<file path="src/rtl/timer_cmp_irq_if.sv">
// Bus bundle between the APB register file / counter stage and timer_cmp_irq.
// master drives count and the write strobes; slave returns readback and interrupt.
interface timer_cmp_irq_if;
   logic [63:0] count;
   logic        wr_CMP0;
   logic        wr_CMP1;
   logic        wr_INT_EN;
   logic        wr_INT_ST;
   logic [3:0]  pstrb;
   logic [31:0] wdata;
   logic [63:0] cmp;
   logic        int_en;
   logic        int_st;
   logic        cmp_hit;
   logic        tim_int;

   modport master (
      output count, wr_CMP0, wr_CMP1, wr_INT_EN, wr_INT_ST, pstrb, wdata,
      input  cmp, int_en, int_st, cmp_hit, tim_int
   );

   modport slave (
      input  count, wr_CMP0, wr_CMP1, wr_INT_EN, wr_INT_ST, pstrb, wdata,
      output cmp, int_en, int_st, cmp_hit, tim_int
   );
endinterface

</file>
<file path="src/rtl/timer_cmp_irq.sv">
// 64-bit compare register with sticky W1C interrupt status and enable mask.
// Define TIMER_CMP_GE_EN to match on count >= cmp instead of count == cmp.
module timer_cmp_irq (
   input logic            clk,
   input logic            rst_n,
   timer_cmp_irq_if.slave bus
);

   logic [63:0] r_cmp;
   logic        r_int_en;
   logic        r_int_st;
   logic        r_cmp_hit;
   logic        r_tim_int;

   logic [63:0] w_cmp_nxt;
   logic        w_en_nxt;
   logic        w_st_nxt;
   logic        w_match;
   logic        w_clr;

   function automatic logic [31:0] f_byte_merge(
      input logic [31:0] i_old,
      input logic [31:0] i_new,
      input logic [3:0]  i_strb
   );
      logic [31:0] v_word;
      v_word = i_old;
      for (int b = 0; b < 4; b++) begin
         if (i_strb[b]) begin
            v_word[b*8 +: 8] = i_new[b*8 +: 8];
         end else begin
            v_word[b*8 +: 8] = i_old[b*8 +: 8];
         end
      end
      return v_word;
   endfunction

   // Compare against the registered value, so a write cycle still uses the old cmp.
   always_comb begin
      w_match = 1'b0;
`ifdef TIMER_CMP_GE_EN
      w_match = (bus.count >= r_cmp);
`else
      w_match = (bus.count == r_cmp);
`endif
   end

   // Next-state for compare, enable and sticky status.
   always_comb begin
      w_cmp_nxt = r_cmp;
      if (bus.wr_CMP0) begin
         w_cmp_nxt[31:0] = f_byte_merge(r_cmp[31:0], bus.wdata, bus.pstrb);
      end else begin
         w_cmp_nxt[31:0] = r_cmp[31:0];
      end
      if (bus.wr_CMP1) begin
         w_cmp_nxt[63:32] = f_byte_merge(r_cmp[63:32], bus.wdata, bus.pstrb);
      end else begin
         w_cmp_nxt[63:32] = r_cmp[63:32];
      end

      if (bus.wr_INT_EN && bus.pstrb[0]) begin
         w_en_nxt = bus.wdata[0];
      end else begin
         w_en_nxt = r_int_en;
      end

      w_clr    = bus.wr_INT_ST & bus.pstrb[0] & bus.wdata[0];
      w_st_nxt = w_match | (r_int_st & ~w_clr);
   end

   // State registers; tim_int is registered from next values so it equals int_en & int_st.
   always_ff @(posedge clk or negedge rst_n) begin
      if (!rst_n) begin
         r_cmp     <= 64'hFFFF_FFFF_FFFF_FFFF;
         r_int_en  <= 1'b0;
         r_int_st  <= 1'b0;
         r_cmp_hit <= 1'b0;
         r_tim_int <= 1'b0;
      end else begin
         r_cmp     <= w_cmp_nxt;
         r_int_en  <= w_en_nxt;
         r_int_st  <= w_st_nxt;
         r_cmp_hit <= w_st_nxt & ~r_int_st;
         r_tim_int <= w_en_nxt & w_st_nxt;
      end
   end

   assign bus.cmp     = r_cmp;
   assign bus.int_en  = r_int_en;
   assign bus.int_st  = r_int_st;
   assign bus.cmp_hit = r_cmp_hit;
   assign bus.tim_int = r_tim_int;

endmodule

</file>
<file path="src/flat_wrapper.sv">
// flat-port wrapper written by rule: the top's interface ports become plain ports
module timer_cmp_irq_flat 
  (clk, rst_n, bus_count, bus_wr_CMP0, bus_wr_CMP1, bus_wr_INT_EN, bus_wr_INT_ST, bus_pstrb, bus_wdata, bus_cmp, bus_int_en, bus_int_st, bus_cmp_hit, bus_tim_int);
  timer_cmp_irq_if bus_i ();
  input logic clk;
  input logic rst_n;
  input wire logic [$bits(bus_i.count)-1:0] bus_count;
  input wire logic [$bits(bus_i.wr_CMP0)-1:0] bus_wr_CMP0;
  input wire logic [$bits(bus_i.wr_CMP1)-1:0] bus_wr_CMP1;
  input wire logic [$bits(bus_i.wr_INT_EN)-1:0] bus_wr_INT_EN;
  input wire logic [$bits(bus_i.wr_INT_ST)-1:0] bus_wr_INT_ST;
  input wire logic [$bits(bus_i.pstrb)-1:0] bus_pstrb;
  input wire logic [$bits(bus_i.wdata)-1:0] bus_wdata;
  output wire logic [$bits(bus_i.cmp)-1:0] bus_cmp;
  output wire logic [$bits(bus_i.int_en)-1:0] bus_int_en;
  output wire logic [$bits(bus_i.int_st)-1:0] bus_int_st;
  output wire logic [$bits(bus_i.cmp_hit)-1:0] bus_cmp_hit;
  output wire logic [$bits(bus_i.tim_int)-1:0] bus_tim_int;
  assign bus_i.count = bus_count;
  assign bus_i.wr_CMP0 = bus_wr_CMP0;
  assign bus_i.wr_CMP1 = bus_wr_CMP1;
  assign bus_i.wr_INT_EN = bus_wr_INT_EN;
  assign bus_i.wr_INT_ST = bus_wr_INT_ST;
  assign bus_i.pstrb = bus_pstrb;
  assign bus_i.wdata = bus_wdata;
  assign bus_cmp = bus_i.cmp;
  assign bus_int_en = bus_i.int_en;
  assign bus_int_st = bus_i.int_st;
  assign bus_cmp_hit = bus_i.cmp_hit;
  assign bus_tim_int = bus_i.tim_int;
  timer_cmp_irq u_core (.clk(clk), .rst_n(rst_n), .bus(bus_i));
endmodule
</file>
<file path="config.mk">
export PLATFORM = sky130hd
export DESIGN_NAME = timer_cmp_irq_flat
export DESIGN_NICKNAME = d
export VERILOG_FILES = /design/src/rtl/timer_cmp_irq_if.sv /design/src/rtl/timer_cmp_irq.sv /design/src/flat_wrapper.sv
export SDC_FILE = /design/constraint.sdc
export NUM_CORES = 1
export LEC_CHECK = 0
export ABC_AREA = 0
export ABC_CLOCK_PERIOD_IN_PS = 1550
export CORE_ASPECT_RATIO = 1.1
export CORE_UTILIZATION = 39
export CTS_CLUSTER_SIZE = 25
export DETAILED_ROUTE_END_ITERATION = 8
export PLACE_DENSITY_LB_ADDON = 0.05
export SYNTH_ARGS = -nofsm -noshare
export SYNTH_HDL_FRONTEND = slang
export SYNTH_SLANG_ARGS = --single-unit
</file>
<file path="constraint.sdc">
create_clock -name clk -period 1.55 [get_ports clk]
set_input_delay 0.3875 -clock clk [delete_from_list [all_inputs] [get_ports clk]]
set_output_delay 0.3875 -clock clk [all_outputs]
set_load 0.01 [all_outputs]
</file>
Word-level counts from Yosys, hierarchy flattened
Index checks and enable logic that the tools add are counted.
{"block": "classes", "addsub": 0, "n_mul": 0, "div_mod_pow": 0, "magnitude_cmp": 0, "n_eq_ne": 1, "shifts": 0, "muxes": 1, "bitwise_logic": 8, "n_reduce_logical": 9}
{"op": "64-bit == test", "n": 1}
{"op": "2-bit AND reduction", "n": 8}
{"op": "1-bit AND", "n": 5}
{"op": "1-bit NOT", "n": 2}
{"op": "1-bit logical AND", "n": 1}
{"op": "1-bit 2-to-1 mux", "n": 1}
{"op": "1-bit OR", "n": 1}
{"block": "totals", "reg_bits": 68, "latch_bits": 0, "ram_bits": 0, "mem_bits_ro": 0, "inputBits": 106, "out_inout_bits": 68, "wordCells": 31, "mem_count": 0}

Logic depth before layout (Yosys ltp)
{"block": "depth", "depth_word": 6, "depth_mapped": 5, "ltp_nobuf": 5}

Least setup slack after synthesis
No wires, ideal clock.
{"block": "synth_timing", "path_type": "register to register", "start": "reg u_core.r_cmp[53], in the netlist u_core.bus.cmp[53]", "end": "reg u_core.r_tim_int, in the netlist u_core.bus.tim_int", "setup_time_ps": 78, "arrival_time_ps": 1307, "t_required_ps": 1472, "path_slack_ps": 166, "path_stages_with_launch": 6, "path_buffers": 0, "period_less_slack_ps": 1384, "path_cell_list": "dfstp_2 -> xnor2_1 -> nand4_1 -> nor4_2 -> nand4_1 -> a21boi_1"}
{"block": "synth_via", "elab_chain_len": 3}
{"element": "start, declared", "line": "timer_cmp_irq.sv:9", "source": "logic [63:0] r_cmp;"}
{"element": "start signal, assigned", "line": "timer_cmp_irq.sv:81", "source": "r_cmp <= w_cmp_nxt;"}
{"element": "64-bit == test", "line": "timer_cmp_irq.sv:44", "source": "w_match = (bus.count == r_cmp);"}
{"element": "1-bit OR", "line": "timer_cmp_irq.sv:69", "source": "w_st_nxt = w_match | (r_int_st & ~w_clr);"}
{"element": "1-bit AND", "line": "timer_cmp_irq.sv:85", "source": "r_tim_int <= w_en_nxt & w_st_nxt;"}
{"element": "end signal, assigned", "line": "timer_cmp_irq.sv:85"}
{"element": "end, declared", "line": "timer_cmp_irq.sv:13", "source": "logic r_tim_int;"}
Every way passes these cells.
A chain may end at the register's enable or synchronous reset.

Worst setup path in the final report
{"block": "layout_timing", "start": "in bus_count[59]", "end": "reg u_core.r_tim_int, in the netlist u_core.bus.tim_int"}
{"block": "layout_via", "elab_chain_len": 3}
{"element": "start, declared", "line": "flat_wrapper.sv:7", "source": "input wire logic [$bits(bus_i.count)-1:0] bus_count;"}
{"element": "64-bit == test", "line": "timer_cmp_irq.sv:44"}
{"element": "1-bit OR", "line": "timer_cmp_irq.sv:69"}
{"element": "1-bit AND", "line": "timer_cmp_irq.sv:85"}
Every way passes these cells.

==> summary.md <==
| Metric | Value |
|---|---|
| Status | complete, but fails checks |
| Failing checks | negative setup slack |
| Worst vdd ir | 0.6092 mV |
| Xor/xnor share of the synthesized area | 0.1715 |
| Minimum clock period after layout | 1657 ps |
| Slew HR | 0.7802 |
| Area grow syn2layout | 71.18% |
| Setup TNS | -235.0 ps |
| Number of global-route vias before repair | 2,786 |
| Synth warnings | 0 |
| Die W | 89.30 um |
| Initial Utilization | 0.4088 |
| Detailed placement HPWL | 7914 um |
| Final hold vios | 0 |
| Crit path from | bus_count[59] |
| Min setup slack post-route | -107.3 ps |
| Worst path max stage delay | 500 ps |
| Worst setup endpoint | u_core.bus.tim_int |
| Most common cell after layout, fill and taps aside | clkdlybuf4s50_1 |
| Chip height | 98.03 um |
| P_sw | 1.562 mW |
| Setup-failing EPs final | 3 |
| Worst-Skew Late Latency | 340 ps |
| Period utilization | 1.069 |
| Worst-margin pin slew | 329.8 ps |
| Pre-CTS setup slack | -735.4 ps |
| Io pins | 174 |
| Initial drt markers | 82 |
| Cts hold-fix bufs | 0 |
| Synthesized area per cell | 14.09 um^2 |
| Placed Cells | 548 |
| Seq cells post-synth | 68 |
| Main combinational cell family by area after synthesis | multiplexers |
| Final nets | 561 |
| Critical path type | input pin to register |
| Synth cell types | 11 |
| RR Endpoint | u_core.bus.tim_int |
| Simple logic cell fraction of the synthesized area | 0.05741 |
| Most frequent cells in the layout | clkdlybuf4s50_1 (103), mux2_2 (65), dfstp_2 (64), xnor2_1 (53), buf_4 (35) |
| Ant. Diodes | 0 |
| Vias per std cell | 4.687 |
| CTS Sinks | 68 |
| Final instance area | 5597 um^2 |
| Gate power share | 0.305 |
| WP depth | 6 |
| Most used cell, CP | nand4_1 |
| GR Overflow Total | 0 |
| Fin cells | 568 |
| Worst-path fanout max | 3 |
| CP Capture Type | register |
| Largest net degree at the start of global routing | 25 |
| Sequential area share after synthesis | 0.5450 |
| Unrepaired setup endpoints after global routing | true |
| Flop pwr share | 0.433 |
| Critical Path Source Type | input pin |
| Post-synthesis compound-gate area fraction | 0.002296 |
| Proportion of synthesized area in mux cells | 0.2239 |
| TritonCTS clock tree | built |
| R2R cell count | 5 |
| Pint | 4.113 mW |
| Vias | 2,662 |
| GP Congestion | 0.8023 |
| Sw frac | 0.2753 |
| Worst R2R Start | u_core.bus.cmp[59] |
| Hold crit path type | input pin to async pin |
| Synth Area in Adders | 0 |
| Worst Skew | 6.406 ps |
| CTS root buffer | clkbuf_8 |
| Placed cell area | 5484 um^2 |
| Crit path max-delay family | simple AND/OR/NAND/NOR gates |
| Leak Pwr | 2.284 nW |
| Detailed-route wire length per cell | 17.71 um |
| R2R Setup Slk | -100 ps |
| Drt first pass iters | 4 |
| Core area | 7998 um^2 |
| Worst path bufs/invs | 1 |
| Worst EP required | 1810 ps |
| Port Buf Inserts | 173 |
| Reg clk slew, reported paths | 70 ps |
| Syn nets | 338 |
| First-pass GRT wire length | 14,660 um |
| Max Cap Violations | 0 |
| Worst Path Arrival | 1920 ps |
| CTS Buf Count | 9 |
| Slowest CP cell | clkdlybuf4s50_1 |
| Clock Power Share | 0.262 |
| Final Max Tran Viols | 0 |
| DRC Markers | 0 |
| DRT Wirelength | 10,060 um |
| Initial antenna violation count | 0 |
| Max Clock Freq | 603.4 MHz |
| Final ANT Viol Nets | 0 |
| Worst path cell trace | clkdlybuf4s50_1 > xnor2_2 > nand4_1 > nor4_4 > nand4_1 > a21boi_1 |
| Syn Inst Count | 232 |
| CTS H-Tree Depth | 3 |
| Power density cells | 1014 nW/um^2 |
| All-Layer GR Usage | 0.2322 |
| Layout cells sized above 1 | 0.5457 |
| Mapped Area | 3269 um^2 |
| Num rows | 34 |
| CTS max path bufs | 2 |
| Die Area | 8754 um^2 |
==> synth_stat cells <==
cell	instances	area, um^2
xnor2_1	64	560.5
dfstp_2	64	1682
nand4_1	17	106.4
nand3_1	1	5.000
nor2_1	1	3.750
nand2_1	11	41.29
a21boi_1	1	7.510
nor4_2	1	12.51
dfrtp_1	4	100.1
nor4_1	3	18.77
mux2_2	65	732.0
==> state kept, by name (all words and copies together) (netlist names) <==
name                count
u_core.bus.int_en       1
u_core.bus.cmp_hit      1
u_core.bus.int_st       1
u_core.bus.tim_int      1
u_core.bus.cmp         64
==> timing repair <==
action / in CTS / in global routing
pin swaps: 12 / 1
setup buffers: 1 / 3
resized for setup: 191 / 41
setup endpoints to repair: 71 / 35
==> kinds of logic after synthesis <==
kind of cell     count (synthesis)
AND/OR/NAND/NOR                 34
XOR/XNOR                        64
AO/OA/AOI/OAI                    1
multiplexers                    65
flip-flops                      68
==> routing by layer <==
metal,GRT usage,share of wire
met4,0.07326,0.014
met2,0.4134,0.52
met1,0.2703,0.40
met3,0.05495,0.067
met5,0,0
==> per-stage QoR <==
step                      total power, mW  utilization  hold WS [ps]
after floorplan                     3.159            -         91.91
after global placement              4.321       0.6857         472.3
after detailed placement            4.348       0.6857         471.4
after CTS                           5.764       0.7110         223.6
after global routing                5.934       0.6998         239.1
final                               5.675       0.6998         209.5
==> worst min path at each step <==
| stage | from | to | slack, ps | cells after the start |
|---|---|---|---|---|
| global route | rst_n | u_core.bus.cmp[41] | 240 | 1 |
| finish | rst_n | u_core.bus.cmp[41] | 210 | 1 |
| CTS | rst_n | u_core.bus.cmp[41] | 220 | 1 |
| global placement | u_core.bus.int_st | u_core.bus.cmp_hit | 470 | 1 |
| floorplan | rst_n | u_core.bus.cmp_hit | 90 | 0 |
| detailed placement | u_core.bus.int_st | u_core.bus.cmp_hit | 470 | 1 |
==> cell type report <==
type / count / area, um^2
Clock buffer: 12 / 155.1
Fill cell: 642 / 2401
Tap cell: 108 / 135.1
Multi-Input combinational cell: 164 / 1598
Timing Repair Buffer: 212 / 1879
Sequential cell: 68 / 1782
Clock inverter: 4 / 47.55
==> power by group through the flow <==
stage          registers, mW  clock network [mW]  logic, mW
4_1_cts                 2.46                1.53       1.77
3_3_place_gp            2.47                   0       1.86
6_report                2.46                1.49       1.73
2_1_floorplan           2.58                   0      0.580
3_5_place_dp            2.47                   0       1.87
5_1_grt                 2.50                1.58       1.85
(Power assumes the default switching activity.)
==> RTL change 1, RTL diff (config.mk and constraints unchanged) <==
The option `TIMER_CMP_GE_EN` is turned on by a define.
--- a/src/rtl/timer_cmp_irq.sv
+++ b/src/rtl/timer_cmp_irq.sv
@@ -2,2 +2,4 @@
 // Define TIMER_CMP_GE_EN to match on count >= cmp instead of count == cmp.
+`define TIMER_CMP_GE_EN
+
 module timer_cmp_irq (
Function: changed (Yosys sat finds a counterexample within 4 cycles, from zero or initial values and one cycle with rst_n low).
==> RTL change 1 against the original RTL <==
- critical path depth up 2
- the run still ends with setup timing left
- critical endpoint unchanged
- wire length up 26%
- cell area up 33%
- power up 27%
- setup slack worse by 520 ps
- synthesized cell count up 63%
- area after synthesis up 29%
- sequential cell count unchanged
==> RTL change 1: results (changes against the original RTL) <==
status: "complete, but fails checks"
violations: "setup timing"
synthFlopType: "dfstp_2"
drive_gt1_share_pct: 56.84  # +2.3 points
clock_skew_ps: 6.458  # +0.05159 ps
setup_violations: 3  # unchanged
drt_wl_total_mm: 12.72  # +26%
multi_input_gates: 243  # +48%
worstMarginPinSlew_ps: 379.6  # +49.79 ps
design.seq.count: 68  # unchanged
num-nets-final: 830  # +48%
multi_input_area_mm2: 0.002725  # +71%
postPlaceCellArea_mm2: 0.006927  # +26%
grt_max_degree: 69  # +180%
clock_area_share_pct: 3.846  # +0.22 points
synth_area_leaders: "dfstp_2 40%, ha_1 19%, mux2_2 17%"
fin_ws_ps: -630.7  # -523.4 ps
crit_path_max_fanout: 3  # unchanged
tap_cells: 143  # +32%
synth_cell_types: 29  # +18
fillers: 815  # +27%
dpl.hpwl_mm: 9.598  # +21%
critPathArrivalTime_ps: 2450  # +530 ps
dr.pass1.iters: 5  # +1
grtUsageTotal_pct: 22.99  # -0.23 points
buf_share_pct: 29.65  # -3.9 points
gp_congestion: 0.8146  # +1.5%
register_area_mm2: 0.001782  # unchanged
largest_reg_flops: 64  # unchanged
synth_fp_nets: 547  # +62%
tns_ps: -1777  # -1542 ps
yosysSeqAreaShare_pct: 42.27  # -12 points
power_switching_w: 0.002161  # +38%
leakage_nw: 3.416  # +50%
vdd_ir_drop_max_mv: 0.6063  # -0.48%
drt_iter0_markers: 97  # +18%
num_vias: 3894  # +46%
utilization_pct: 71.04  # +1.1 points
hold_class: "input port to async pin"
nClkBuffers: 15  # +3
synthArstFlopShare_pct: 100.0  # unchanged
clockRootBuffer: "clkbuf_16"
grt_pass1_vias: 4118  # +48%
inverters_excl_clock: 66  # +66
synth_top_cells_by_count: "66 x inv_1, 65 x mux2_2, 64 x dfstp_2, 64 x ha_1, 30 x nand2_1"
grt_pass1_wl_mm: 19.66  # +34%
buffers: 272  # +28%
[RTL change 1: changes by cell type after synthesis, moves of 4 or more]
cell / change
a21oi_1: +23
nand4_1: -9
xnor2_1: -64
inv_1: +66
ha_1: +64
o21ai_1: +4
and4_1: +6
o21ai_0: +5
a221oi_1: +7
nand3_1: +9
nand2_1: +19
[RTL change 1: repair_timing]
item                                    4_1_cts  5_1_grt
resized for setup                           313       22
hold endpoints to repair                      0        0
endpoints found under the setup margin       71        6
pin swaps                                    36       17
hold buffers                                  0        0
buffers inserted                              6        2
[RTL change 1: per-stage QoR]
| step | worst slack, ps | cells | power (W) | hold WS, ps |
|---|---|---|---|---|
| 2_1_floorplan | -472.2 | 377 | 0.003489 | 91.91 |
| 3_3_place_gp | -982.8 | 785 | 0.005019 | 441.7 |
| 3_5_place_dp | -1007 | 785 | 0.005104 | 446.1 |
| 4_1_cts | -576.1 | 807 | 0.007158 | 91.20 |
| 5_1_grt | -700.7 | 808 | 0.007665 | 102.5 |
| 6_report | -630.7 | 808 | 0.007230 | 87.54 |
[RTL change 1: final timing paths]
path / from / end / cells after the start
max: u_core.bus.cmp[13] / u_core.bus.tim_int / 8
min: rst_n / u_core.bus.tim_int / 2
max reg2reg: u_core.bus.cmp[13] / u_core.bus.tim_int / 8
min reg2reg: u_core.bus.int_st / u_core.bus.cmp_hit / 1
max in group asynchronous: rst_n / u_core.bus.cmp[61] / 2
min in group clk: u_core.bus.int_st / u_core.bus.cmp_hit / 1
[RTL change 1: power by group through the flow]
stage | Sequential (W) | Combinational [W] | Clock [W]
3_3_place_gp | 0.00238 | 0.00264 | 0
4_1_cts | 0.00237 | 0.00277 | 0.00202
3_5_place_dp | 0.00239 | 0.00272 | 0
5_1_grt | 0.00240 | 0.00315 | 0.00211
6_report | 0.00237 | 0.00289 | 0.00197
2_1_floorplan | 0.00255 | 0.000934 | 0
[RTL change 1: worst max-delay path, stage by stage, from the launching register on]
cell	delay [ps]
dfstp_2	540
inv_2	50
ha_4	270
nand4_4	120
nor3_4	230
or4b_4	510
a31oi_4	220
nor4_4	60
a21boi_2	120
[RTL change 1: cells by family (layout without fill, tap and decap cells)]
| logic type | Yosys count | after routing | synth area share, % |
|---|---|---|---|
| AOI/OAI and AO/OA | 45 | 45 | 6.501 |
| adders and majority gates | 64 | 64 | 19.00 |
| buffers and inverters | 66 | 354 | 5.877 |
| DFF | 68 | 68 | 42.27 |
| muxes | 65 | 65 | 17.36 |
| and+or+nand+nor | 69 | 69 | 8.994 |
[RTL change 1: metal layers]
layer	share of wire [%]	vias to the layer above	GRT usage [%]
met5	0	-	0
met4	1.8	0	8.019
met3	6.0	20	5.170
met2	53	128	42.40
met1	39	1852	25.29
li1	-	1894	-
==> RTL change 2, RTL diff (config.mk and constraints unchanged) <==
Without the edit above. Reset style: synchronous (`rst_n`), changed in one clocked block.
--- a/src/rtl/timer_cmp_irq.sv
+++ b/src/rtl/timer_cmp_irq.sv
@@ -72,3 +72,3 @@
    // State registers; tim_int is registered from next values so it equals int_en & int_st.
-   always_ff @(posedge clk or negedge rst_n) begin
+   always_ff @(posedge clk) begin
       if (!rst_n) begin
Behaviour: differs if rst_n is asserted again (counterexample within 4 cycles, from zero or initial values and one cycle with rst_n low); with rst_n held inactive, the same outputs for 10 cycles.
==> RTL change 2 against the original RTL <==
- sequential cell count did not move
- power fell by 24%
- area after synthesis down 6.6%
- global-route usage rose by 2.7 points
- cell area shrank 3.1%
- setup slack gained 160 ps
- wire length increased by 6.8%
- core utilization is 2.2 points higher
- critical path depth shrank 4
- largest power group unchanged
==> RTL change 2: results (changes against the original RTL) <==
synth_mux_area_share_pct: 0  # -22 points
synthArstFlopShare_pct: 0  # -100 points
postPlaceCellArea_mm2: 0.005075  # -7.5%
num-nets-final: 687  # +22%
gp_congestion: 0.8163  # +1.7%
seq_share_pct: 25.71  # -6.1 points
fillers: 640  # -0.31%
area_growth_syn_to_layout_pct: 77.70
synth_area_leaders: "dfxtp_1 45%, xnor2_1 18%, nand2_1 17%"
hold_ws_ps: 381.8  # +172.4 ps
hold_class: "input port to flop"
crit_path_max_fanout: 2  # -1
synth_top_area_share_pct: 44.59  # -6.8 points
clock_skew_ps: 9.841  # +3.434 ps
dr_wl_met2_mm: 5.548  # +5.4%
buf_share_pct: 35.77  # +2.2 points
leakage_nw: 2.597  # +14%
relSlewSlack_pct: 76.67  # -1.3 points
multi_input_area_mm2: 0.001790  # +12%
m1WireLength_mm: 4.373  # +10%
wl_met3_um: 704  # +4.1%
synth_fp_nets: 491  # +45%
yosysSeqAreaShare_pct: 44.59  # -9.9 points
grtUsageTotal_pct: 25.87  # +2.7 points
dp_slack_ps: -520.7  # +214.8 ps
critPathArrivalTime_ps: 1110  # -810 ps
grt_max_degree: 42  # +68%
wire_per_inst_um: 15.54  # -12%
met1_usage_pct: 32.38  # +5.4 points
drive_gt1_share_pct: 15.02  # -40 points
grtUsageMet3_pct: 5.070  # -0.42 points
buffers: 200  # -5.7%
clock_area_share_pct: 3.090  # -0.53 points
grtUsageMet2_pct: 44.51  # +3.2 points
synth_compound_area_share_pct: 0.7377  # +0.51 points
grt_pass1_wl_mm: 15.91  # +8.5%
synthFlopType: "dfxtp_1"
reg2reg_slack_ps: 70  # +170 ps
synth_top_cells_by_count: "139 x nand2_1, 68 x dfxtp_1, 66 x nand3_1"
multi_input_gates: 302  # +84%
register_area_mm2: 0.001395  # -22%
yosys.area_share.xor_xnor_pct: 18.36  # +1.2 points
viasPerCell: 4.832  # +3.1%
status: "finished, final reports clean"
vdd_ir_drop_max_mv: 0.4681  # -23%
fin_ws_ps: 49.97  # +157.2 ps
## RTL change 2: cell types whose count changed in the layout (fill, tap and decap cells not counted), moves of 18 or more
cell	unedited run	this run
buf_2	26	1
nand2_1	11	139
clkbuf_2	19	0
dfxtp_2	0	18
dfxtp_1	0	47
clkdlybuf4s50_1	103	53
dlygate4sd2_1	5	83
dlymetal6s2s_1	0	36
dfstp_2	64	0
nand3_1	1	66
mux2_2	65	0
## RTL change 2: stage by stage
stage          TNS (ps)  utilization [%]  cells  power (W)
6_report              0            72.19    691   0.004315
3_5_place_dp      -3500            67.53    674   0.003131
5_1_grt          -70.67            72.19    691   0.004525
2_1_floorplan         0                -    385   0.002423
4_1_cts          -41.06            69.46    690   0.004319
3_3_place_gp      -2739            67.53    674   0.003114
## RTL change 2: cells by family after synthesis
family	after synthesis
buffers and inverters	15
xor gates and xnor gates	64
AOI/OAI and AO/OA	3
DFF	68
and+or+nand+nor	235
## RTL change 2: what timing repair did
action / in CTS / in global routing
buffers inserted: 0 / 1
hold endpoints to repair: 0 / 0
pin swaps: 2 / 42
setup endpoints to repair: 71 / 4
resized for setup: 105 / 59
## RTL change 2: power breakdown
part | switching [W] | internal [W] | leakage [nW]
sequential | 0.000118 | 0.00187 | 0.557
combinational | 0.000456 | 0.000609 | 1.96
clock | 0.000694 | 0.000571 | 0.0848
## RTL change 2: worst paths after layout
check	endpoint	depth (start not counted)	from
min	u_core.bus.int_en	2	rst_n
min reg2reg	u_core.bus.cmp_hit	1	u_core.bus.int_st
max reg2reg	u_core.bus.cmp_hit	5	u_core.bus.cmp[56]
max	bus_cmp[46]	2	u_core.bus.cmp[46]
## RTL change 2: critical path, cell delays in order, from the launching register on
cell and delay (ps):
dfxtp_2 360, buf_4 120, dlygate4sd2_1 300
